### config.mk
export PLATFORM = sky130hd
export DESIGN_NAME = chu_spi_slave_core
export DESIGN_NICKNAME = d
export VERILOG_FILES = /design/src/rtl/chu_spi_slave_core.sv
export SDC_FILE = /design/constraint.sdc
export NUM_CORES = 1
export LEC_CHECK = 0
export CORE_MARGIN = 3
export CORE_UTILIZATION = 35
export CTS_BUF_LIST = sky130_fd_sc_hd__clkbuf_2 sky130_fd_sc_hd__clkbuf_4 sky130_fd_sc_hd__clkbuf_8
export DETAILED_ROUTE_END_ITERATION = 16
export GPL_TIMING_DRIVEN = 0
export PLACE_DENSITY = 0.79
export SLEW_MARGIN = 20
export SYNTH_ARGS = -nofsm -noshare
export SYNTH_HDL_FRONTEND = slang
export SYNTH_SLANG_ARGS = --single-unit
export TNS_END_PERCENT = 5
### constraint.sdc
create_clock -name clk -period 2 [get_ports clk]
set_input_delay 0.2 -clock clk [delete_from_list [all_inputs] [get_ports clk]]
set_output_delay 0.2 -clock clk [all_outputs]
set_load 0.005 [all_outputs]
### src/rtl/chu_spi_slave_core.sv
// SPI mode-0 responder core for one FPro MMIO slot: 8-bit frames, MSB first, all SPI pins oversampled by clk.
// Build option SPI_SLV_ECHO_EN: an empty TX buffer transmits the last received byte instead of 0xFF.
module chu_spi_slave_core (
  input  logic        clk,
  input  logic        reset,
  input  logic        cs,
  input  logic        read,
  input  logic        write,
  input  logic [4:0]  addr,
  input  logic [31:0] wr_data,
  output logic [31:0] rd_data,
  input  logic        spi_sclk,
  input  logic        spi_mosi,
  input  logic        spi_ss_n,
  output logic        spi_miso
);

  typedef enum logic {IDLE, SHIFT} state_t;

  state_t      state, state_next;
  logic        sclk_p0, sclk_p1, sclk_p2;
  logic        mosi_p0, mosi_p1, mosi_p2;
  logic        ss_p0, ss_p1, ss_p2;
  logic        sclk_rise, sclk_fall, ss_fall, ss_rise;
  logic        load_en, sample_en, shift_en, frame_done;
  logic        wr_tx, wr_clr;
  logic [7:0]  shift_reg, rx_data, tx_buf, fill_byte, load_byte;
  logic [3:0]  bit_cnt;
  logic        mosi_bit, rx_valid, tx_full, overrun;
  logic        unused_bits;

  // Stage p0/p1: two-flop synchronizers; stage p2: history flop for edge detection.
  // ss_n resets low so a master still selecting us across reset never looks like a fresh select.
  always_ff @(posedge clk or posedge reset) begin
    if (reset) begin
      sclk_p0 <= 1'b0; sclk_p1 <= 1'b0; sclk_p2 <= 1'b0;
      mosi_p0 <= 1'b0; mosi_p1 <= 1'b0; mosi_p2 <= 1'b0;
      ss_p0   <= 1'b0; ss_p1   <= 1'b0; ss_p2   <= 1'b0;
    end else begin
      sclk_p0 <= spi_sclk; sclk_p1 <= sclk_p0; sclk_p2 <= sclk_p1;
      mosi_p0 <= spi_mosi; mosi_p1 <= mosi_p0; mosi_p2 <= mosi_p1;
      ss_p0   <= spi_ss_n; ss_p1   <= ss_p0;   ss_p2   <= ss_p1;
    end
  end

  assign sclk_rise = sclk_p1 & ~sclk_p2;
  assign sclk_fall = ~sclk_p1 & sclk_p2;
  assign ss_fall   = ~ss_p1 & ss_p2;
  assign ss_rise   = ss_p1 & ~ss_p2;

  assign wr_tx  = cs & write & (addr == 5'd1);
  assign wr_clr = cs & write & (addr == 5'd2);

`ifdef SPI_SLV_ECHO_EN
  assign fill_byte = rx_data;
`else
  assign fill_byte = 8'hFF;
`endif

  assign load_byte  = tx_full ? tx_buf : fill_byte;
  assign frame_done = sample_en & (bit_cnt == 4'd7);

  always_ff @(posedge clk or posedge reset) begin
    if (reset) state <= IDLE;
    else       state <= state_next;
  end

  always_comb begin
    state_next = state;
    load_en    = 1'b0;
    sample_en  = 1'b0;
    shift_en   = 1'b0;
    case (state)
      IDLE: begin
        if (ss_fall) begin
          state_next = SHIFT;
          load_en    = 1'b1;
        end
      end
      SHIFT: begin
        if (ss_rise) begin
          state_next = IDLE;
        end else if (sclk_rise) begin
          sample_en = 1'b1;
        end else if (sclk_fall) begin
          if (bit_cnt == 4'd8) load_en  = 1'b1;
          else                 shift_en = 1'b1;
        end
      end
      default: state_next = IDLE;
    endcase
  end

  // The sampled bit is held in mosi_bit until the falling edge so the outgoing LSB is not overwritten early.
  always_ff @(posedge clk or posedge reset) begin
    if (reset) begin
      shift_reg <= 8'h00;
      bit_cnt   <= 4'd0;
      mosi_bit  <= 1'b0;
    end else if (load_en) begin
      shift_reg <= load_byte;
      bit_cnt   <= 4'd0;
    end else if (sample_en) begin
      mosi_bit  <= mosi_p2;
      bit_cnt   <= bit_cnt + 4'd1;
    end else if (shift_en) begin
      shift_reg <= {shift_reg[6:0], mosi_bit};
    end
  end

  always_ff @(posedge clk or posedge reset) begin
    if (reset) begin
      tx_buf  <= 8'h00;
      tx_full <= 1'b0;
    end else begin
      if (wr_tx)        tx_buf  <= wr_data[7:0];
      if (wr_tx)        tx_full <= 1'b1;
      else if (load_en) tx_full <= 1'b0;
    end
  end

  // Frame completion takes priority over a simultaneous CLR for rx_valid.
  always_ff @(posedge clk or posedge reset) begin
    if (reset) begin
      rx_data  <= 8'h00;
      rx_valid <= 1'b0;
      overrun  <= 1'b0;
    end else begin
      if (frame_done) rx_data <= {shift_reg[6:0], mosi_p2};
      if (frame_done)  rx_valid <= 1'b1;
      else if (wr_clr) rx_valid <= 1'b0;
      if (wr_clr)                      overrun <= 1'b0;
      else if (frame_done && rx_valid) overrun <= 1'b1;
    end
  end

  assign spi_miso = (state == SHIFT) & shift_reg[7];

  always_comb begin
    rd_data = 32'd0;
    if (cs && addr == 5'd0)
      rd_data = {20'd0, (state == SHIFT), overrun, ~tx_full, rx_valid, rx_data};
  end

  assign unused_bits = ^{read, wr_data[31:8]};

endmodule

==> results of run 1 <==
## stage by stage
step	cells	setup slack [ns]	total power, mW
CTS	298	-0.01388	1.900
floorplan	184	0.003528	1.250
detailed placement	287	-0.5508	1.359
finish	305	-0.02569	1.897
global placement	286	-0.4845	1.337
global route	305	-0.06359	2.005
## cells by family (layout without fill, tap and decap cells)
logic type / after synthesis / count (layout) / share of synthesized area, %
adders and majority gates: 2 / 2 / 1.247
xor gates and xnor gates: 2 / 2 / 0.8735
and+or+nand+nor: 49 / 49 / 14.85
other: 1 / 20 / 0.1870
AOI/OAI and AO/OA: 14 / 14 / 5.302
DFF: 42 / 42 / 52.40
buffers and inverters: 29 / 80 / 9.544
muxes: 26 / 26 / 15.60
## placed cells by master (no fill, tap or decap), drive strengths merged
cell	count
and2	13
nor2b	1
inv	6
o31ai	1
mux2i	8
nand3	2
ha	2
nand2	7
nor2	7
nand4b	1
o21ai	3
or3b	2
nor4bb	1
dlygate4sd2	7
buf	32
or4	1
nor3	2
clkdlybuf4s50	21
clkbuf	8
nand3b	1
a2bb2oi	8
xnor2	1
clkinv	2
mux2	18
and4b	1
a21oi	1
nor4b	1
conb	20
dlymetal6s2s	4
o41ai	1
dfrtp	42
xor2	1
nand2b	9
## routing by layer
metal | global-route usage, % | vias to the layer above
met2 | 18.65 | 42
li1 | - | 662
met5 | 0 | -
met1 | 11.92 | 614
met4 | 5.150 | 0
met3 | 3.509 | 7
## path summary, 6_finish.rpt
| path | to | slack (ns) | depth (start not counted) |
|---|---|---|---|
| setup / recovery | rx_data[4] | -0.03 | 6 |
| hold / removal | sclk_p0 | 0.14 | 2 |
| setup reg to reg | rx_data[4] | -0.03 | 6 |
| hold reg to reg | sclk_p1 | 0.35 | 0 |
| max in group asynchronous | tx_full | 1.43 | 3 |
| min in group clk | sclk_p0 | 0.34 | 1 |
## cell type report
cell class	instances	area, um2
plain buffers	23	180.2
well taps	70	87.58
repair buffers	43	416.7
clock buffers	6	76.32
clock inverters	2	13.76
multi-input cells	113	868.3
fillers	491	2618
flip-flops and latches	42	1052
inverters	6	22.52
## critical path, delay by kind of cell (launching register included)
family                     cells  cell delay (ns)
buffers and inverters          1             0.16
DFF                            1             0.40
and+or+nand+nor                3             0.85
muxes                          1             0.30
adders and majority gates      1             0.20
## repair_timing
item                       CTS  global route
setup endpoints to repair   31            22
pin swaps                    3             4
hold endpoints to repair     0             0
buffers inserted             3             7
gates resized for setup     16             9
## power groups by stage
stage	combinational, mW	clock, mW	sequential (mW)
after floorplan	0.232	0	1.02
after global placement	0.300	0	1.04
after detailed placement	0.316	0	1.04
after CTS	0.327	0.545	1.03
after global routing	0.382	0.580	1.04
final	0.343	0.528	1.03
==> results.json, run 1 <==
{
  "status": "finished, violations left",
  "violations": "negative setup slack",
  "setup_violations": 8,
  "synth.area.top_cells": "dfrtp_1 52%, buf_4 7.5%, mux2_4 6.0%, mux2_2 5.6%, mux2i_1 4.0%",
  "required_ns": 2.17,
  "finalHoldViolations": 0,
  "ys_seq_area_share_pct": 52.40,
  "rsz0062_at_grt": "true",
  "viasPerCell": 4.344,
  "drv_slew": 0,
  "async_flop_share_pct": 100.0,
  "io_buffers": 32,
  "netlist_area_um2": 2006,
  "final_util_pct": 50.94,
  "grt_use_total_pct": 10.78,
  "syn_to_final_growth_pct": 35.50,
  "p_int_mw": 1.425,
  "vias": 1325,
  "htreeDepth": 2,
  "ys_types": 35,
  "rr_startpoint": "bit_cnt[1]",
  "wirelength_met1_mm": 1.459,
  "insertion_delay_ns": 0.29,
  "path_max_fanout": 9,
  "synth.most_common_cell": "dfrtp_1",
  "start_kind": "register",
  "postSynthAreaPerCell_um2": 12.16,
  "drtIter0Drc": 46,
  "finalWirelength_mm": 3.504,
  "initial_utilization_pct": 37.59,
  "clock_sinks": 42,
  "clk_pin_slew_ns": 0.08,
  "root_buffer": "clkbuf_8",
  "finalCritPeriodShare_pct": 101.3,
  "clkPwrFrac_pct": 27.8,
  "min_period_ns": 2.026,
  "drv_cap": 0,
  "synth.top_cell.area_share_pct": 52.40,
  "rows": 26,
  "cts_buffers": 5,
  "antenna_cells": 0,
  "skew_ns": 0.003767,
  "die_w_um": 81.70,
  "maxUsedRoutingLayer": "met4",
  "grt_pass1_vias": 1239,
  "critPathArrivalTime_ns": 2.20,
  "synth_largest_area_cell": "dfrtp_1",
  "max_stage_delay_ns": 0.42,
  "switching_share_pct": 24.85,
  "dp_hpwl_mm": 2.592,
  "power.density_nw_per_um2": 697.9,
  "relSlewSlack_pct": 48.50,
  "routabilityCongestion": 0.7543,
  "grt_pass1_wl_mm": 5.416,
  "min_path_type": "in2async",
  "cts_buffer_depth": 2,
  "ys_warn_count": 0,
  "dr_wl_met3_um": 284,
  "tritoncts": "yes",
  "wl_met2_mm": 1.699,
  "synth-main-ff-cell": "dfrtp_1",
  "num_io_pins": 78,
  "worstPathCellList": "ha_2 -> nand2_1 -> or4_4 -> or3b_1 -> buf_6 -> mux2_4",
  "vdd_drop_max_v": 0.0002823,
  "synthCells": 165,
  "fmax_ghz": 0.4937,
  "synthTopCellsByCount": "42 x dfrtp_1, 20 x buf_4, 11 x and2_1",
  "die_y_um": 81.70,
  "grt_start_max_net_pins": 34,
  "power_frac_seq_pct": 54.1,
  "p_comb_share_pct": 18.1,
  "setup_ws_ns": -0.02569,
  "die_area_um2": 6675,
  "synth-seq-cells": 42,
  "drcViolationCount": 0,
  "drtAntennaViolNets": 0,
  "core-area_um2": 5335,
  "worst_setup_path_end_kind": "register",
  "synth_edf_count": 0,
  "grt_overflow": 0,
  "crit_type": "reg2reg",
  "layout-drive-gt1-share_pct": 31.49,
  "crit_slowest_cell": "or4_4",
  "antenna_found_initial": 0,
  "wire_per_inst_um": 11.49,
  "cts_hold_buf": 0,
  "switchingPower_mw": 0.4712,
  "firstDrtPassIters": 4,
  "hold_slack_ns": 0.1432,
  "critPathLaunch": "bit_cnt[1]",
  "leakage_nw": 1.398,
  "layout.nets": 281,
  "tightest_slew_ns": 0.7618,
  "final_cell_area_um2": 2718,
  "tns_ns": -0.1658,
  "post_dp_cell_area_um2": 2505
}
No activity file was read; power rests on OpenSTA's default activity.
==> inputs of run 2 (changes only) <==
- ABC_AREA: default -> 0
- CORE_ASPECT_RATIO: default -> 0.8
- CORE_UTILIZATION: 35 -> 30
- PLACE_DENSITY: 0.79 -> 0.71
==> results.json, run 2 (synthesis gave the netlist of run 1 again) <==
{
  "core-area_um2": 6193,
  "setup_violations": 0,
  "required_ns": 2.18,
  "start_kind": "register",
  "die_area_um2": 7709,
  "viasPerCell": 4.219,
  "drtIter0Drc": 84,
  "layout.nets": 276,
  "fmax_ghz": 0.5076,
  "vias": 1312,
  "critPathArrivalTime_ns": 2.16,
  "switchingPower_mw": 0.4916,
  "htreeDepth": 2,
  "grt_start_max_net_pins": 35,
  "die_w_um": 97.42,
  "max_stage_delay_ns": 0.49,
  "min_path_type": "in2async",
  "grt_overflow": 0,
  "final_util_pct": 43.56,
  "path_max_fanout": 10,
  "min_period_ns": 1.970,
  "setup_ws_ns": 0.02992,
  "rr_startpoint": "ss_p1",
  "finalHoldViolations": 0,
  "cts_buffer_depth": 2,
  "power_frac_seq_pct": 50.1,
  "antenna_cells": 0,
  "finalWirelength_mm": 3.672,
  "mostFrequentLayoutCell": "dfrtp_1",
  "power.density_nw_per_um2": 759.2,
  "finalCritPeriodShare_pct": 98.50,
  "ff2ff_setup_slack_ns": 0.03,
  "crit_slowest_cell": "or4_4",
  "fillers": 588,
  "wire_per_inst_um": 11.81,
  "mostFrequentLayoutCells": "41 x dfrtp_1, 27 x buf_4, 22 x clkdlybuf4s50_1",
  "crit_type": "reg2reg",
  "multiInputGateArea_um2": 863.3,
  "drv_cap": 0,
  "rows": 25,
  "drcViolationCount": 0,
  "skew_ns": 0.004064,
  "tightest_slew_ns": 0.7488,
  "drv_slew": 0,
  "die_y_um": 79.14,
  "grt_pass1_vias": 1287,
  "tritoncts": "yes",
  "cp_num_buf_inv": 0,
  "seqCellArea_um2": 1052,
  "leakage_nw": 1.331,
  "io_buffers": 32,
  "relSlewSlack_pct": 49.38,
  "p_comb_share_pct": 17.0,
  "num_io_pins": 78,
  "layout-drive-gt1-share_pct": 28.70,
  "syn_to_final_growth_pct": 34.50,
  "insertion_delay_ns": 0.30,
  "status": "finished, final reports clean",
  "tns_ns": 0,
  "dp_hpwl_mm": 2.731,
  "clk_pin_slew_ns": 0.08,
  "cts_buffers": 5,
  "initial_utilization_pct": 32.38,
  "firstDrtPassIters": 4,
  "antenna_found_initial": 0,
  "p_int_mw": 1.557,
  "grt_use_total_pct": 10.13,
  "rsz0062_at_grt": "true",
  "critPathLaunch": "ss_p1",
  "worstPathCellList": "nor2b_4 -> or4_4 -> or3b_4 -> mux2_4",
  "worst_setup_path_end_kind": "register",
  "vdd_drop_max_v": 0.0003422,
  "dpl_worst_slack_ns": -0.6529,
  "switching_share_pct": 24.00,
  "drtAntennaViolNets": 0,
  "clock_sinks": 42,
  "clkPwrFrac_pct": 32.9,
  "routabilityCongestion": 0.7685,
  "grt_pass1_wl_mm": 6.189,
  "cts_hold_buf": 0,
  "cpLargestDelayFamily": "simple AND/OR/NAND/NOR gates",
  "root_buffer": "clkbuf_8"
}
## run 2: repair_timing
item | CTS | global route
setup buffers | 2 | 5
setup endpoints to repair | 31 | 10
pin swaps | 3 | 1
resized for setup | 18 | 1
## run 2: power by group through the flow
stage | combinational [mW] | sequential, mW | clock [mW]
final | 0.348 | 1.03 | 0.674
after global routing | 0.393 | 1.04 | 0.741
after CTS | 0.323 | 1.03 | 0.699
after detailed placement | 0.316 | 1.05 | 0
after global placement | 0.302 | 1.04 | 0
after floorplan | 0.232 | 1.02 | 0
## run 2: through the flow
stage | cell area (um2) | std cells | total power, mW | hold slack, ns
CTS | 2673 | 308 | 2.055 | 0.1154
global route | 2698 | 311 | 2.178 | 0.1201
detailed placement | 2519 | 298 | 1.365 | 0.3355
floorplan | 2077 | 184 | 1.250 | 0.2314
global placement | 2499 | 297 | 1.346 | 0.3342
finish | 2698 | 311 | 2.048 | 0.1195
## run 2: layout make-up
class | instances | share of cell area, %
inverters | 6 | 0.8349
well taps | 81 | 3.757
flip-flops and latches | 42 | 39.01
plain buffers | 21 | 6.076
repair buffers | 40 | 14.10
clock inverters | 2 | 1.391
clock buffers | 6 | 2.829
multi-input cells | 113 | 32.00
## run 2: worst paths after layout
path / endpoint / cells past startpoint
worst min-delay path: tx_buf[6] / 2
worst max-delay path: rx_data[7] / 4
worst max register to register: rx_data[7] / 4
min in group clk: ss_p0 / 1
max in group asynchronous: state / 3
worst min register to register: sclk_p1 / 0
## run 2: routing by layer
layer  GRT usage [%]  vias to the layer above  wire, um
li1                -                      655         -
met1           13.93                      605      1751
met5               0                        -         0
met2           14.50                       45      1537
met3           3.512                        7       318
met4           4.149                        0        65
==> inputs of run 3 (changes only) <==
- CTS_CLUSTER_SIZE: default -> 40
- SKIP_CTS_REPAIR_TIMING: default -> 1
==> results.json, run 3 (synthesis gave the netlist of run 1 again) <==
{
  "antenna_cells": 0,
  "rows": 25,
  "leakage_nw": 1.467,
  "vdd_drop_max_v": 0.0003517,
  "clock_sinks": 42,
  "setup_violations": 1,
  "busiest_layer": "met1",
  "crit_type": "reg2reg",
  "use_met3_pct": 3.512,
  "viasPerCell": 4.235,
  "drcViolationCount": 0,
  "cts_buffers": 5,
  "required_ns": 2.19,
  "grt_pass1_wl_mm": 6.085,
  "use_met2_pct": 13.75,
  "grt_overflow": 0,
  "drtAntennaViolNets": 0,
  "mostFrequentLayoutCell": "dfrtp_1",
  "finalCritPeriodShare_pct": 100.0,
  "num_io_pins": 78,
  "min_path_type": "in2async",
  "tritoncts": "yes",
  "antenna_found_initial": 0,
  "use_met1_pct": 14.09,
  "die_area_um2": 7709,
  "layout-drive-gt1-share_pct": 29.13,
  "htreeDepth": 2,
  "final_util_pct": 44.12,
  "vias": 1317,
  "violations": "negative setup slack",
  "die_y_um": 79.14,
  "mostFrequentLayoutCells": "41 x dfrtp_1, 26 x buf_4, 22 x clkdlybuf4s50_1",
  "min_period_ns": 2.000,
  "tightest_slew_ns": 0.8125,
  "insertion_delay_ns": 0.30,
  "critPathArrivalTime_ns": 2.19,
  "status": "finished, violations left",
  "finalHoldViolations": 0,
  "layout.nets": 276,
  "die_w_um": 97.42,
  "relSlewSlack_pct": 45.54,
  "fmax_ghz": 0.4999,
  "core-area_um2": 6193,
  "grt_use_total_pct": 9.979,
  "cts_buffer_depth": 2,
  "io_buffers": 32,
  "wire_per_inst_um": 12.02,
  "initial_utilization_pct": 32.38,
  "rsz0062_at_grt": "true",
  "power.density_nw_per_um2": 745.7,
  "clk_pin_slew_ns": 0.08,
  "start_kind": "register",
  "worst_setup_path_end_kind": "register",
  "drv_slew": 0,
  "syn_to_final_growth_pct": 36.24,
  "setup_ws_ns": -0.0004212,
  "root_buffer": "clkbuf_8",
  "path_max_fanout": 10,
  "dp_hpwl_mm": 2.731,
  "firstDrtPassIters": 4,
  "dpl_worst_slack_ns": -0.6529,
  "routabilityCongestion": 0.7685,
  "grt_pass1_vias": 1247,
  "skew_ns": 0.004095,
  "finalWirelength_mm": 3.738,
  "drv_cap": 0,
  "drtIter0Drc": 84,
  "grt_start_max_net_pins": 35
}
==> run 3: per-layer routing <==
layer  wire length [um]  up-vias
li1                   -      653
met1               1835      612
met2               1541       45
met3                296        7
met4                 65        0
met5                  0        -
==> run 3: report_power, final <==
| group | internal (mW) | switching, mW | leakage [nW] |
|---|---|---|---|
| combinational | 0.206 | 0.124 | 0.899 |
| sequential | 0.953 | 0.0765 | 0.513 |
| clock | 0.386 | 0.292 | 0.0548 |
| total | 1.55 | 0.493 | 1.47 |
==> run 3: worst paths after layout <==
path	start	end	slack, ns	cells after the start
max	ss_p1	rx_data[7]	-0.0004	4
min	reset	tx_buf[6]	0.12	2
max reg2reg	ss_p1	rx_data[7]	-0.0004	4
min reg2reg	sclk_p0	sclk_p1	0.35	0
max in group asynchronous	reset	state	1.45	3
min in group clk	spi_ss_n	ss_p0	0.33	1
==> run 3: final cells by class <==
type                       instances  area, um2
multi-input combinational        113      867.1
buffer                            22      165.2
sequential                        42       1052
inverter                           6      22.52
timing repair buffer              39      410.4
fill                             587       3461
clock buffer                       6      76.32
clock inverter                     2      37.54
tap                               81      101.3
==> run 3: worst max-delay path, cell delays in order (launching register included) <==
cell and delay (ns):
dfrtp_1 0.41, nor2b_4 0.16, or4_4 0.49, or3b_4 0.49, mux2_4 0.32
==> run 3: per-stage QoR <==
step	area, um2	cells	hold slack [ns]	TNS (ns)	total power, mW
CTS	2633	306	0.1154	-8.829	2.047
global route	2733	311	0.1201	-0.5954	2.166
finish	2733	311	0.1183	-0.0004212	2.038
floorplan	2077	184	0.2314	0	1.250
detailed placement	2519	298	0.3355	-9.277	1.365
global placement	2499	297	0.3342	-9.071	1.346
